File: config.mk
export PLATFORM = sky130hd
export DESIGN_NAME = button_debounce_flat
export DESIGN_NICKNAME = d
export VERILOG_FILES = /design/src/rtl/btn_pkg.sv /design/src/rtl/button_debounce_if.sv /design/src/rtl/btn_repeat_timer.sv /design/src/rtl/button_debounce.sv /design/src/flat_wrapper.sv
export SDC_FILE = /design/constraint.sdc
export NUM_CORES = 1
export LEC_CHECK = 0
export BUFFER_PORTS_ARGS = -buffer_cell sky130_fd_sc_hd__buf_2
export CORE_MARGIN = 1.5
export CORE_UTILIZATION = 60
export DETAILED_ROUTE_END_ITERATION = 12
export PLACE_DENSITY = 0.86
export SKIP_CTS_REPAIR_TIMING = 1
export SYNTH_ARGS = -nofsm -noshare
export SYNTH_HDL_FRONTEND = slang
export SYNTH_SLANG_ARGS = --single-unit
File: constraint.sdc
create_clock -name CLK -period 4.5 [get_ports CLK]
set_clock_uncertainty 0.15 [all_clocks]
set_input_delay 0 -clock CLK [delete_from_list [all_inputs] [get_ports CLK]]
set_output_delay 0 -clock CLK [all_outputs]
set_load 0.02 [all_outputs]
File: src/rtl/btn_pkg.sv
// Shared definitions for the push-button debouncer: FSM states, 50 MHz
// timing defaults and a counter-width helper.
package btn_pkg;

  typedef enum logic [1:0] {
    IDLE         = 2'd0,
    PRESS_WAIT   = 2'd1,
    PRESSED      = 2'd2,
    RELEASE_WAIT = 2'd3
  } btnState_e;

  // 10 ms debounce, 0.5 s to first repeat, 10 repeats per second at 50 MHz.
  localparam int unsigned DefDebounceCycles = 500000;
  localparam int unsigned DefRepeatDelay    = 25000000;
  localparam int unsigned DefRepeatPeriod   = 5000000;

  // Bits needed to hold values 0..n-1, never less than one bit.
  function automatic int unsigned cntWidth(input int unsigned n);
    return (n < 2) ? 1 : $clog2(n);
  endfunction

  function automatic int unsigned maxU(input int unsigned a, input int unsigned b);
    return (a > b) ? a : b;
  endfunction

endpackage

File: src/rtl/button_debounce_if.sv
// Button signal bundle: synchronized raw level in, debounced level and strobes out.
interface button_debounce_if;
  logic iIntBtn;
  logic oBtnLevel;
  logic oBtnPress;
  logic oBtnRelease;
  logic oBtnRepeat;

  // Upstream synchronizer / consumer side.
  modport master (
    output iIntBtn,
    input  oBtnLevel,
    input  oBtnPress,
    input  oBtnRelease,
    input  oBtnRepeat
  );

  // Debouncer side.
  modport slave (
    input  iIntBtn,
    output oBtnLevel,
    output oBtnPress,
    output oBtnRelease,
    output oBtnRepeat
  );
endinterface

File: src/rtl/btn_repeat_timer.sv
// Auto-repeat timer: after a load, pulses once REPEAT_DELAY enabled cycles have
// elapsed, then every REPEAT_PERIOD enabled cycles. Used when BTN_AUTOREPEAT_EN is defined.
module btn_repeat_timer import btn_pkg::*; #(
  parameter int unsigned REPEAT_DELAY  = DefRepeatDelay,
  parameter int unsigned REPEAT_PERIOD = DefRepeatPeriod
) (
  input  logic CLK,
  input  logic RESET,
  input  logic iEnable,
  input  logic iLoad,
  input  logic iClear,
  output logic oBtnRepeat
);

  localparam int unsigned TmrW = cntWidth(maxU(REPEAT_DELAY, REPEAT_PERIOD));
  localparam logic [TmrW-1:0] DelayLoad  = TmrW'(REPEAT_DELAY - 1);
  localparam logic [TmrW-1:0] PeriodLoad = TmrW'(REPEAT_PERIOD - 1);

  logic [TmrW-1:0] tmrQ;
  logic            pulseQ;

  // Down-counter; reaching zero while enabled fires a pulse and reloads the period.
  always_ff @(posedge CLK) begin
    if (RESET || iClear) begin
      tmrQ   <= '0;
      pulseQ <= 1'b0;
    end else if (iLoad) begin
      tmrQ   <= DelayLoad;
      pulseQ <= 1'b0;
    end else if (iEnable) begin
      if (tmrQ == '0) begin
        tmrQ   <= PeriodLoad;
        pulseQ <= 1'b1;
      end else begin
        tmrQ   <= tmrQ - 1'b1;
        pulseQ <= 1'b0;
      end
    end else begin
      // Paused: keep the remaining time so a debounced glitch does not restart it.
      pulseQ <= 1'b0;
    end
  end

  assign oBtnRepeat = pulseQ;

endmodule

File: src/rtl/button_debounce.sv
// Push-button debouncer: turns the synchronized active-low button level into a
// clean pressed level and one-cycle press/release strobes.
// Optional feature macro: BTN_AUTOREPEAT_EN adds auto-repeat strobes while held.
module button_debounce import btn_pkg::*; #(
  parameter int unsigned DEBOUNCE_CYCLES = DefDebounceCycles,
  parameter int unsigned REPEAT_DELAY    = DefRepeatDelay,
  parameter int unsigned REPEAT_PERIOD   = DefRepeatPeriod
) (
  input logic               CLK,
  input logic               RESET,
  button_debounce_if.slave  btn
);

  if (DEBOUNCE_CYCLES < 2) begin : genBadDebounce
    $error("DEBOUNCE_CYCLES must be at least 2");
  end
  if (REPEAT_DELAY < 1 || REPEAT_PERIOD < 1) begin : genBadRepeat
    $error("REPEAT_DELAY and REPEAT_PERIOD must be at least 1");
  end

  localparam int unsigned     CntW    = cntWidth(DEBOUNCE_CYCLES);
  localparam logic [CntW-1:0] CntLast = CntW'(DEBOUNCE_CYCLES - 1);
  localparam logic [CntW-1:0] CntOne  = CntW'(1);

  btnState_e       stateQ;
  logic [CntW-1:0] countQ;
  logic            levelQ;
  logic            pressQ;
  logic            releaseQ;
  logic            repeatPulse;

  // Debounce FSM; the counter is cleared on every state change so it never wraps.
  always_ff @(posedge CLK) begin
    if (RESET) begin
      stateQ   <= IDLE;
      countQ   <= '0;
      levelQ   <= 1'b0;
      pressQ   <= 1'b0;
      releaseQ <= 1'b0;
    end else begin
      pressQ   <= 1'b0;
      releaseQ <= 1'b0;
      unique case (stateQ)
        IDLE: begin
          if (!btn.iIntBtn) begin
            stateQ <= PRESS_WAIT;
            countQ <= CntOne;
          end else begin
            countQ <= '0;
          end
        end
        PRESS_WAIT: begin
          if (btn.iIntBtn) begin
            stateQ <= IDLE;
            countQ <= '0;
          end else if (countQ == CntLast) begin
            stateQ <= PRESSED;
            countQ <= '0;
            levelQ <= 1'b1;
            pressQ <= 1'b1;
          end else begin
            countQ <= countQ + 1'b1;
          end
        end
        PRESSED: begin
          if (btn.iIntBtn) begin
            stateQ <= RELEASE_WAIT;
            countQ <= CntOne;
          end else begin
            countQ <= '0;
          end
        end
        RELEASE_WAIT: begin
          if (!btn.iIntBtn) begin
            stateQ <= PRESSED;
            countQ <= '0;
          end else if (countQ == CntLast) begin
            stateQ   <= IDLE;
            countQ   <= '0;
            levelQ   <= 1'b0;
            releaseQ <= 1'b1;
          end else begin
            countQ <= countQ + 1'b1;
          end
        end
        default: begin
          stateQ <= IDLE;
          countQ <= '0;
        end
      endcase
    end
  end

`ifdef BTN_AUTOREPEAT_EN
  logic enterPressed;
  logic enterIdle;
  logic holdActive;

  // Timer events coincide with the FSM edges that enter PRESSED / IDLE.
  assign enterPressed = (stateQ == PRESS_WAIT) && !btn.iIntBtn && (countQ == CntLast);
  assign enterIdle    = (stateQ == RELEASE_WAIT) && btn.iIntBtn && (countQ == CntLast);
  assign holdActive   = (stateQ == PRESSED);

  btn_repeat_timer #(
    .REPEAT_DELAY  (REPEAT_DELAY),
    .REPEAT_PERIOD (REPEAT_PERIOD)
  ) uRepeatTimer (
    .CLK        (CLK),
    .RESET      (RESET),
    .iEnable    (holdActive),
    .iLoad      (enterPressed),
    .iClear     (enterIdle),
    .oBtnRepeat (repeatPulse)
  );
`else
  assign repeatPulse = 1'b0;
`endif

  assign btn.oBtnLevel   = levelQ;
  assign btn.oBtnPress   = pressQ;
  assign btn.oBtnRelease = releaseQ;
  assign btn.oBtnRepeat  = repeatPulse;

endmodule

File: src/flat_wrapper.sv
// flat-port wrapper written by rule: the top's interface ports become plain ports
module button_debounce_flat import btn_pkg::*;
#(
  parameter int unsigned DEBOUNCE_CYCLES = DefDebounceCycles,
  parameter int unsigned REPEAT_DELAY    = DefRepeatDelay,
  parameter int unsigned REPEAT_PERIOD   = DefRepeatPeriod
)
  (CLK, RESET, btn_iIntBtn, btn_oBtnLevel, btn_oBtnPress, btn_oBtnRelease, btn_oBtnRepeat);
  button_debounce_if btn_i ();
  input logic CLK;
  input logic RESET;
  input wire logic [$bits(btn_i.iIntBtn)-1:0] btn_iIntBtn;
  output wire logic [$bits(btn_i.oBtnLevel)-1:0] btn_oBtnLevel;
  output wire logic [$bits(btn_i.oBtnPress)-1:0] btn_oBtnPress;
  output wire logic [$bits(btn_i.oBtnRelease)-1:0] btn_oBtnRelease;
  output wire logic [$bits(btn_i.oBtnRepeat)-1:0] btn_oBtnRepeat;
  assign btn_i.iIntBtn = btn_iIntBtn;
  assign btn_oBtnLevel = btn_i.oBtnLevel;
  assign btn_oBtnPress = btn_i.oBtnPress;
  assign btn_oBtnRelease = btn_i.oBtnRelease;
  assign btn_oBtnRepeat = btn_i.oBtnRepeat;
  button_debounce #(.DEBOUNCE_CYCLES(DEBOUNCE_CYCLES), .REPEAT_DELAY(REPEAT_DELAY), .REPEAT_PERIOD(REPEAT_PERIOD)) u_core (.CLK(CLK), .RESET(RESET), .btn(btn_i));
endmodule
**After elaboration in Yosys (flattened, before gate mapping)**

Cells that the tools add are included.

- Flip-flop bits (word level): 24
- Bits of input ports: 3
- Logic and storage cells: 46

- Add/subtract/negate cells: 1
- Eq/ne operators: 12
- Mux-type cells: 19
- Bitwise operators: 3
- Reduce and logical (&&, ||, !) cells: 6

Operator list:

| operator | count |
|---|---|
| one-hot mux 19 bit (4 select lines) | 1 |
| 2-to-1 mux 19 bit | 3 |
| adder 19 x 1 -> 19 bit, second input constant | 1 |
| == test 19 bit, second input constant | 1 |
| 2-to-1 mux 2 bit | 6 |
| inequality test 2 bit, second input constant | 4 |
| one-hot mux 2 bit (4 select lines) | 1 |
| 2-to-1 mux 1 bit | 7 |
| inequality test 3 x 2 -> 1 bit, second input constant | 2 |
| OR reduction 3 bit | 2 |
| AND reduction 5 bit | 1 |
| == test 2 bit, second input constant | 2 |
| inequality test 2 x 1 -> 1 bit, second input constant | 2 |
| AND reduction 4 bit | 1 |
| NOT 1 bit | 3 |
| == test 2 x 1 -> 1 bit, second input constant | 1 |
| zero test 2 bit | 1 |
| one-hot mux 1 bit (2 select lines) | 1 |
| nonzero test 2 bit | 1 |

**Longest topological paths before layout**

- Depth in word-level cells: 4
- Depth in mapped cells: 8

**Worst setup path after synthesis**

Ideal clock, no wire load.

- Path kind: reg-to-reg
- From: register u_core.countQ[0]
- To: register u_core.countQ[10]
- Arrival: 1552 ps
- Data required time: 4286 ps
- Path slack: 2735 ps
- Stages on the path, launching flop included: 9
- Period minus slack after synthesis: 1765 ps
- Cell sequence: dfxtp_1 > ha_1 > and4_1 > buf_4 > and4_1 > a21o_1 > buf_2 > buf_6 > nor2_1

- Cells in the longest elaborated chain, start to end: 4

Ends and longest elaborated chain:

| item | line | RTL |
|---|---|---|
| from (decl) | button_debounce.sv:26 | `logic [CntW-1:0] countQ;` |
| from (signal assigned) | button_debounce.sv:47 | `countQ <= CntOne;` |
| from (signal assigned) | button_debounce.sv:62 | `countQ <= countQ + 1'b1;` |
| from (signal assigned) | button_debounce.sv:68 | `countQ <= CntOne;` |
| adder 19 x 1 -> 19 bit or == test 19 bit (tied branches) | - |  |
| 2-to-1 mux 19 bit * | button_debounce.sv:56, button_debounce.sv:77 |  |
| 2-to-1 mux 19 bit, on equally long branches | button_debounce.sv:74, button_debounce.sv:53 |  |
| one-hot mux 19 bit (4 select lines) * | button_debounce.sv:43 | `unique case (stateQ)` |

Every way passes the cells marked *; elsewhere a longest branch is shown, timed or not.
A chain may end at the register's enable or synchronous reset.

==> flow_summary.html <==
<table>
<tr><th>Metric</th><th>Value</th></tr>
<tr><th colspan="2">Layout</th></tr>
<tr><td>Layout cells sized above 1</td><td>0.134</td></tr>
<tr><td>Util after Layout</td><td>0.683</td></tr>
<tr><td>Filler instances</td><td>149</td></tr>
<tr><td>Number of antenna repair diodes</td><td>0</td></tr>
<tr><td>Net count of the finished layout</td><td>132</td></tr>
<tr><td>Post-layout instance area</td><td>1180 um^2</td></tr>
<tr><td>Synth-to-layout area growth</td><td>7.29%</td></tr>
<tr><td>Sequential cell area</td><td>480 um^2</td></tr>
<tr><td>Number of standard cells in the layout, taps in and fillers out</td><td>152</td></tr>
<tr><td>Combined area of the multi-input logic cells</td><td>564 um^2</td></tr>
<tr><th colspan="2">Die</th></tr>
<tr><td>Starting Density</td><td>0.636</td></tr>
<tr><td>Std cell rows</td><td>15</td></tr>
<tr><td>Total Die Area</td><td>2100 um^2</td></tr>
<tr><td>Die outline width</td><td>45.8 um</td></tr>
<tr><td>IO Pins</td><td>7</td></tr>
<tr><td>Area of the core</td><td>1730 um^2</td></tr>
<tr><td>Height of the die</td><td>45.8 um</td></tr>
<tr><th colspan="2">Timing</th></tr>
<tr><td>Relative slew margins</td><td>0.661</td></tr>
<tr><td>Slew Viols, Final</td><td>0</td></tr>
<tr><td>Setup Total Neg Slack</td><td>0 ps</td></tr>
<tr><td>Smallest setup slack after layout</td><td>2070 ps</td></tr>
<tr><td>RSZ-0062 raised after global routing</td><td>false</td></tr>
<tr><td>Part of the cycle the worst path needs</td><td>0.541</td></tr>
<tr><td>Fin crit period</td><td>2430 ps</td></tr>
<tr><td>Number of failing hold endpoints at the final stage</td><td>0</td></tr>
<tr><td>Measured slew at the worst slew-check pin</td><td>508 ps</td></tr>
<tr><td>Setup-violating endpoint count in the final report</td><td>0</td></tr>
<tr><td>Fmax</td><td>411 MHz</td></tr>
<tr><th colspan="2">Worst setup path</th></tr>
<tr><td>Required time at the worst-slack endpoint</td><td>4610 ps</td></tr>
<tr><td>Launching element type of the critical path</td><td>register</td></tr>
<tr><td>Worst-path cell with the longest stage delay</td><td>sky130_fd_sc_hd__dlygate4sd3_1</td></tr>
<tr><td>Largest delay share family, worst path</td><td>simple AND/OR/NAND/NOR gates</td></tr>
<tr><td>Delay of the slowest cell on the worst path</td><td>550 ps</td></tr>
<tr><td>Sum of buffers and inverters on the critical path</td><td>1</td></tr>
<tr><td>CP endpoint kind</td><td>register</td></tr>
<tr><td>CP Data Arrival Time</td><td>2550 ps</td></tr>
<tr><td>CP cell instances</td><td>ha_1 &gt; and4_1 &gt; nand4_2 &gt; or3_1 &gt; a21oi_1 &gt; dlygate4sd3_1</td></tr>
<tr><td>Worst setup path class</td><td>reg2reg</td></tr>
<tr><td>Maximum fanout count along the critical path</td><td>8</td></tr>
<tr><th colspan="2">Route</th></tr>
<tr><td>Routed via count</td><td>868</td></tr>
<tr><td>Final routed wirelength across all metal layers</td><td>1890 um</td></tr>
<tr><td>Iteration-0 DRC Markers</td><td>29</td></tr>
<tr><td>Number of DRC violations after detailed routing</td><td>0</td></tr>
<tr><td>Final antenna-violating net count</td><td>0</td></tr>
<tr><td>Via/cell ratio</td><td>5.71</td></tr>
<tr><td>Iteration count of the initial detailed-routing pass</td><td>4</td></tr>
<tr><td>Avg WL per Cell</td><td>12.4 um</td></tr>
<tr><th colspan="2">Logic synthesis</th></tr>
<tr><td>Post-synth top area share</td><td>0.437</td></tr>
<tr><td>Average cell area after synthesis</td><td>9.15 um^2</td></tr>
<tr><td>Count of mapped cells out of synthesis</td><td>120</td></tr>
<tr><td>Dominant cells by area after synthesis</td><td>sky130_fd_sc_hd__dfxtp_1 (44%), sky130_fd_sc_hd__xor2_1 (9.6%), sky130_fd_sc_hd__nor2_1 (5.5%), sky130_fd_sc_hd__and4_1 (4.0%), sky130_fd_sc_hd__nand4_1 (4.0%)</td></tr>
<tr><td>Sequential-to-total area share from yosys stat</td><td>0.437</td></tr>
<tr><td>Share of the synthesized netlist area taken by xor and xnor gates</td><td>0.104</td></tr>
<tr><td>Share of synthesized area spent on multiplexers</td><td>0</td></tr>
<tr><td>Main combinational cell family by area after synthesis</td><td>simple AND/OR/NAND/NOR gates</td></tr>
<tr><td>Synthesized-area fraction occupied by ao, oa, aoi and oai cells</td><td>0.0991</td></tr>
<tr><td>Post-Synth Simple-Gate Area</td><td>0.296</td></tr>
<tr><td>Post-Syn Area</td><td>1100 um^2</td></tr>
<tr><td>Cell variety after synth</td><td>35</td></tr>
<tr><td>Number of warnings printed during yosys synthesis</td><td>0</td></tr>
<tr><td>Post-Synthesis Net Count</td><td>124</td></tr>
<tr><td>Dominant cell type by area after synthesis</td><td>sky130_fd_sc_hd__dfxtp_1</td></tr>
<tr><td>Arithmetic-cell share of the synthesized area counting full adders, half adders and majority gates</td><td>0.0114</td></tr>
<tr><td>Register bit total from synthesis</td><td>24</td></tr>
<tr><th colspan="2">Place</th></tr>
<tr><td>Port buffer count</td><td>5</td></tr>
<tr><td>GP Congestion</td><td>0.751</td></tr>
<tr><td>Number of cells after detailed placement</td><td>145</td></tr>
<tr><td>Post-placement cell area</td><td>1110 um^2</td></tr>
<tr><td>Worst slack, placed</td><td>2480 ps</td></tr>
<tr><td>Final HPWL DP</td><td>1300 um</td></tr>
<tr><th colspan="2">Clock tree</th></tr>
<tr><td>Worst-case clock buffer depth</td><td>2</td></tr>
<tr><td>Number of buffers created by CTS</td><td>3</td></tr>
<tr><td>TritonCTS clock tree</td><td>done</td></tr>
<tr><td>Root Buffer Master</td><td>sky130_fd_sc_hd__clkbuf_4</td></tr>
<tr><td>Clk sink count</td><td>24</td></tr>
<tr><td>H-tree level count</td><td>1</td></tr>
<tr><td>Clock latency at the later pin of the worst-skew pair</td><td>310 ps</td></tr>
<tr><td>Clock-pin slew reported for the worst setup and hold paths after clock tree synthesis</td><td>120 ps</td></tr>
<tr><th colspan="2">Global routing</th></tr>
<tr><td>Maximum number of pins on one net before global-route repair</td><td>18</td></tr>
<tr><td>All-Layer GR Usage</td><td>0.213</td></tr>
<tr><td>Via count of the first global-routing pass</td><td>766</td></tr>
<tr><td>Global-route wire length before repair</td><td>3240 um</td></tr>
<tr><td>Initial antenna violation count</td><td>0</td></tr>
<tr><td>Grt ovf</td><td>0</td></tr>
<tr><th colspan="2">Power</th></tr>
<tr><td>Pwr dens</td><td>286 nW/um^2</td></tr>
<tr><td>Leakage power of the design</td><td>0.404 nW</td></tr>
<tr><td>Worst vdd rail ir drop</td><td>0.252 mV</td></tr>
<tr><th colspan="2">Hold path</th></tr>
<tr><td>Hold Path Class</td><td>in2reg</td></tr>
<tr><th colspan="2">Outcome</th></tr>
<tr><td>Status</td><td>finished clean</td></tr>
<tr><th colspan="2">Job</th></tr>
<tr><td># Max-Cap Violations</td><td>0</td></tr>
</table>
worst reg2reg max path, delay by kind of cell (launching register included):
family	cells	cell delay, ps
buffers and inverters	1	550
AND/OR/NAND/NOR	3	950
adder cells (fa/ha/maj)	1	220
flip-flops	1	400
AO/OA/AOI/OAI	1	130
worst paths after layout:
kind	startpoint	to	cells after the start	slack, ps
setup / recovery	u_core.countQ[0]	register	6	2070
hold / removal	RESET	u_core.btn.oBtnLevel	3	330
setup reg to reg	u_core.countQ[0]	register	6	2070
hold reg to reg	u_core.countQ[18]	u_core.countQ[18]	2	350
cell type report:
type                       count  area share
tap                           25      0.0265
clock buffer                   4      0.0308
timing repair buffer           8      0.0467
sequential                    24       0.408
inverter                       3     0.00955
multi-input combinational     88       0.479
synthesized netlist by cell type:
cell,n
sky130_fd_sc_hd__nand2_1,6
sky130_fd_sc_hd__buf_2,1
sky130_fd_sc_hd__buf_4,2
sky130_fd_sc_hd__xor2_1,12
sky130_fd_sc_hd__or3_1,4
sky130_fd_sc_hd__dfxtp_1,24
sky130_fd_sc_hd__nand3_1,5
sky130_fd_sc_hd__a21oi_2,1
sky130_fd_sc_hd__nand4_2,1
sky130_fd_sc_hd__nand3_2,1
sky130_fd_sc_hd__a211oi_1,1
sky130_fd_sc_hd__a211o_1,1
sky130_fd_sc_hd__a21o_1,2
sky130_fd_sc_hd__and4b_1,1
sky130_fd_sc_hd__nor2_1,16
sky130_fd_sc_hd__nor3_1,2
sky130_fd_sc_hd__nor4_1,1
sky130_fd_sc_hd__buf_6,2
sky130_fd_sc_hd__nand4_1,7
sky130_fd_sc_hd__a21oi_1,4
sky130_fd_sc_hd__conb_1,1
sky130_fd_sc_hd__or3_2,1
sky130_fd_sc_hd__and4_1,5
sky130_fd_sc_hd__or2_2,1
sky130_fd_sc_hd__or4_4,1
sky130_fd_sc_hd__nor4bb_1,1
sky130_fd_sc_hd__and2_1,2
sky130_fd_sc_hd__a31oi_1,1
sky130_fd_sc_hd__ha_1,1
sky130_fd_sc_hd__inv_1,3
sky130_fd_sc_hd__xnor2_1,1
sky130_fd_sc_hd__o31ai_1,1
sky130_fd_sc_hd__a21bo_2,1
sky130_fd_sc_hd__o21ai_0,5
sky130_fd_sc_hd__and2b_2,1
cell families (layout without fill, tap and decap cells):
group / Yosys count / count (layout)
and+or+nand+nor: 56 / 56
DFF: 24 / 24
AOI/OAI and AO/OA: 17 / 17
xor gates and xnor gates: 13 / 13
buffers and inverters: 8 / 15
adders and majority gates: 1 / 1
other: 1 / 1
layout by cell type, fill, tap and decap left out, drive strengths merged:
cell type and count:
ha 1, xnor2 1, o31ai 1, dlygate4sd3 3
clkbuf 4, nor2 16, and2 2, and4b 1
or2 1, and2b 1, nand3 6, xor2 12
nor3 2, dfxtp 24, nor4 1, inv 3
nor4bb 1, nand2 6, a21o 2, or4 1
a31oi 1, a21bo 1, buf 5, or3 5
a211oi 1, conb 1, a211o 1, and4 5
o21ai 5, nand4 8, a21oi 5
routing by layer:
| layer | wire (um) | vias up | GRT usage |
|---|---|---|---|
| met3 | 37 | 5 | 0.0238 |
| met1 | 940 | 409 | 0.310 |
| li1 | - | 442 | - |
| met5 | 0 | - | 0 |
| met2 | 868 | 12 | 0.313 |
| met4 | 42 | 0 | 0.103 |
metrics by stage:
step | hold slack, ps | total power (W)
3_5_place_dp | 103 | 0.000231
5_1_grt | 327 | 0.000352
2_1_floorplan | -80.9 | 0.000229
4_1_cts | -241 | 0.000341
3_3_place_gp | 83.0 | 0.000231
6_report | 325 | 0.000338
where the power goes:
group / total (W) / switching [W] / internal [W]
registers: 0.000216 / 0.00000159 / 0.000214
clock network: 0.000110 / 0.0000602 / 0.0000494
logic: 0.0000120 / 0.00000678 / 0.00000526
total: 0.000338 / 0.0000686 / 0.000269
flip-flops by register name (all words and copies together) (netlist names), named ones only:
register                cells
u_core.btn.oBtnLevel        1
u_core.btn.oBtnPress        1
u_core.btn.oBtnRelease      1
u_core.countQ              19
u_core.stateQ               1
Power figures use the tool's default switching activity.
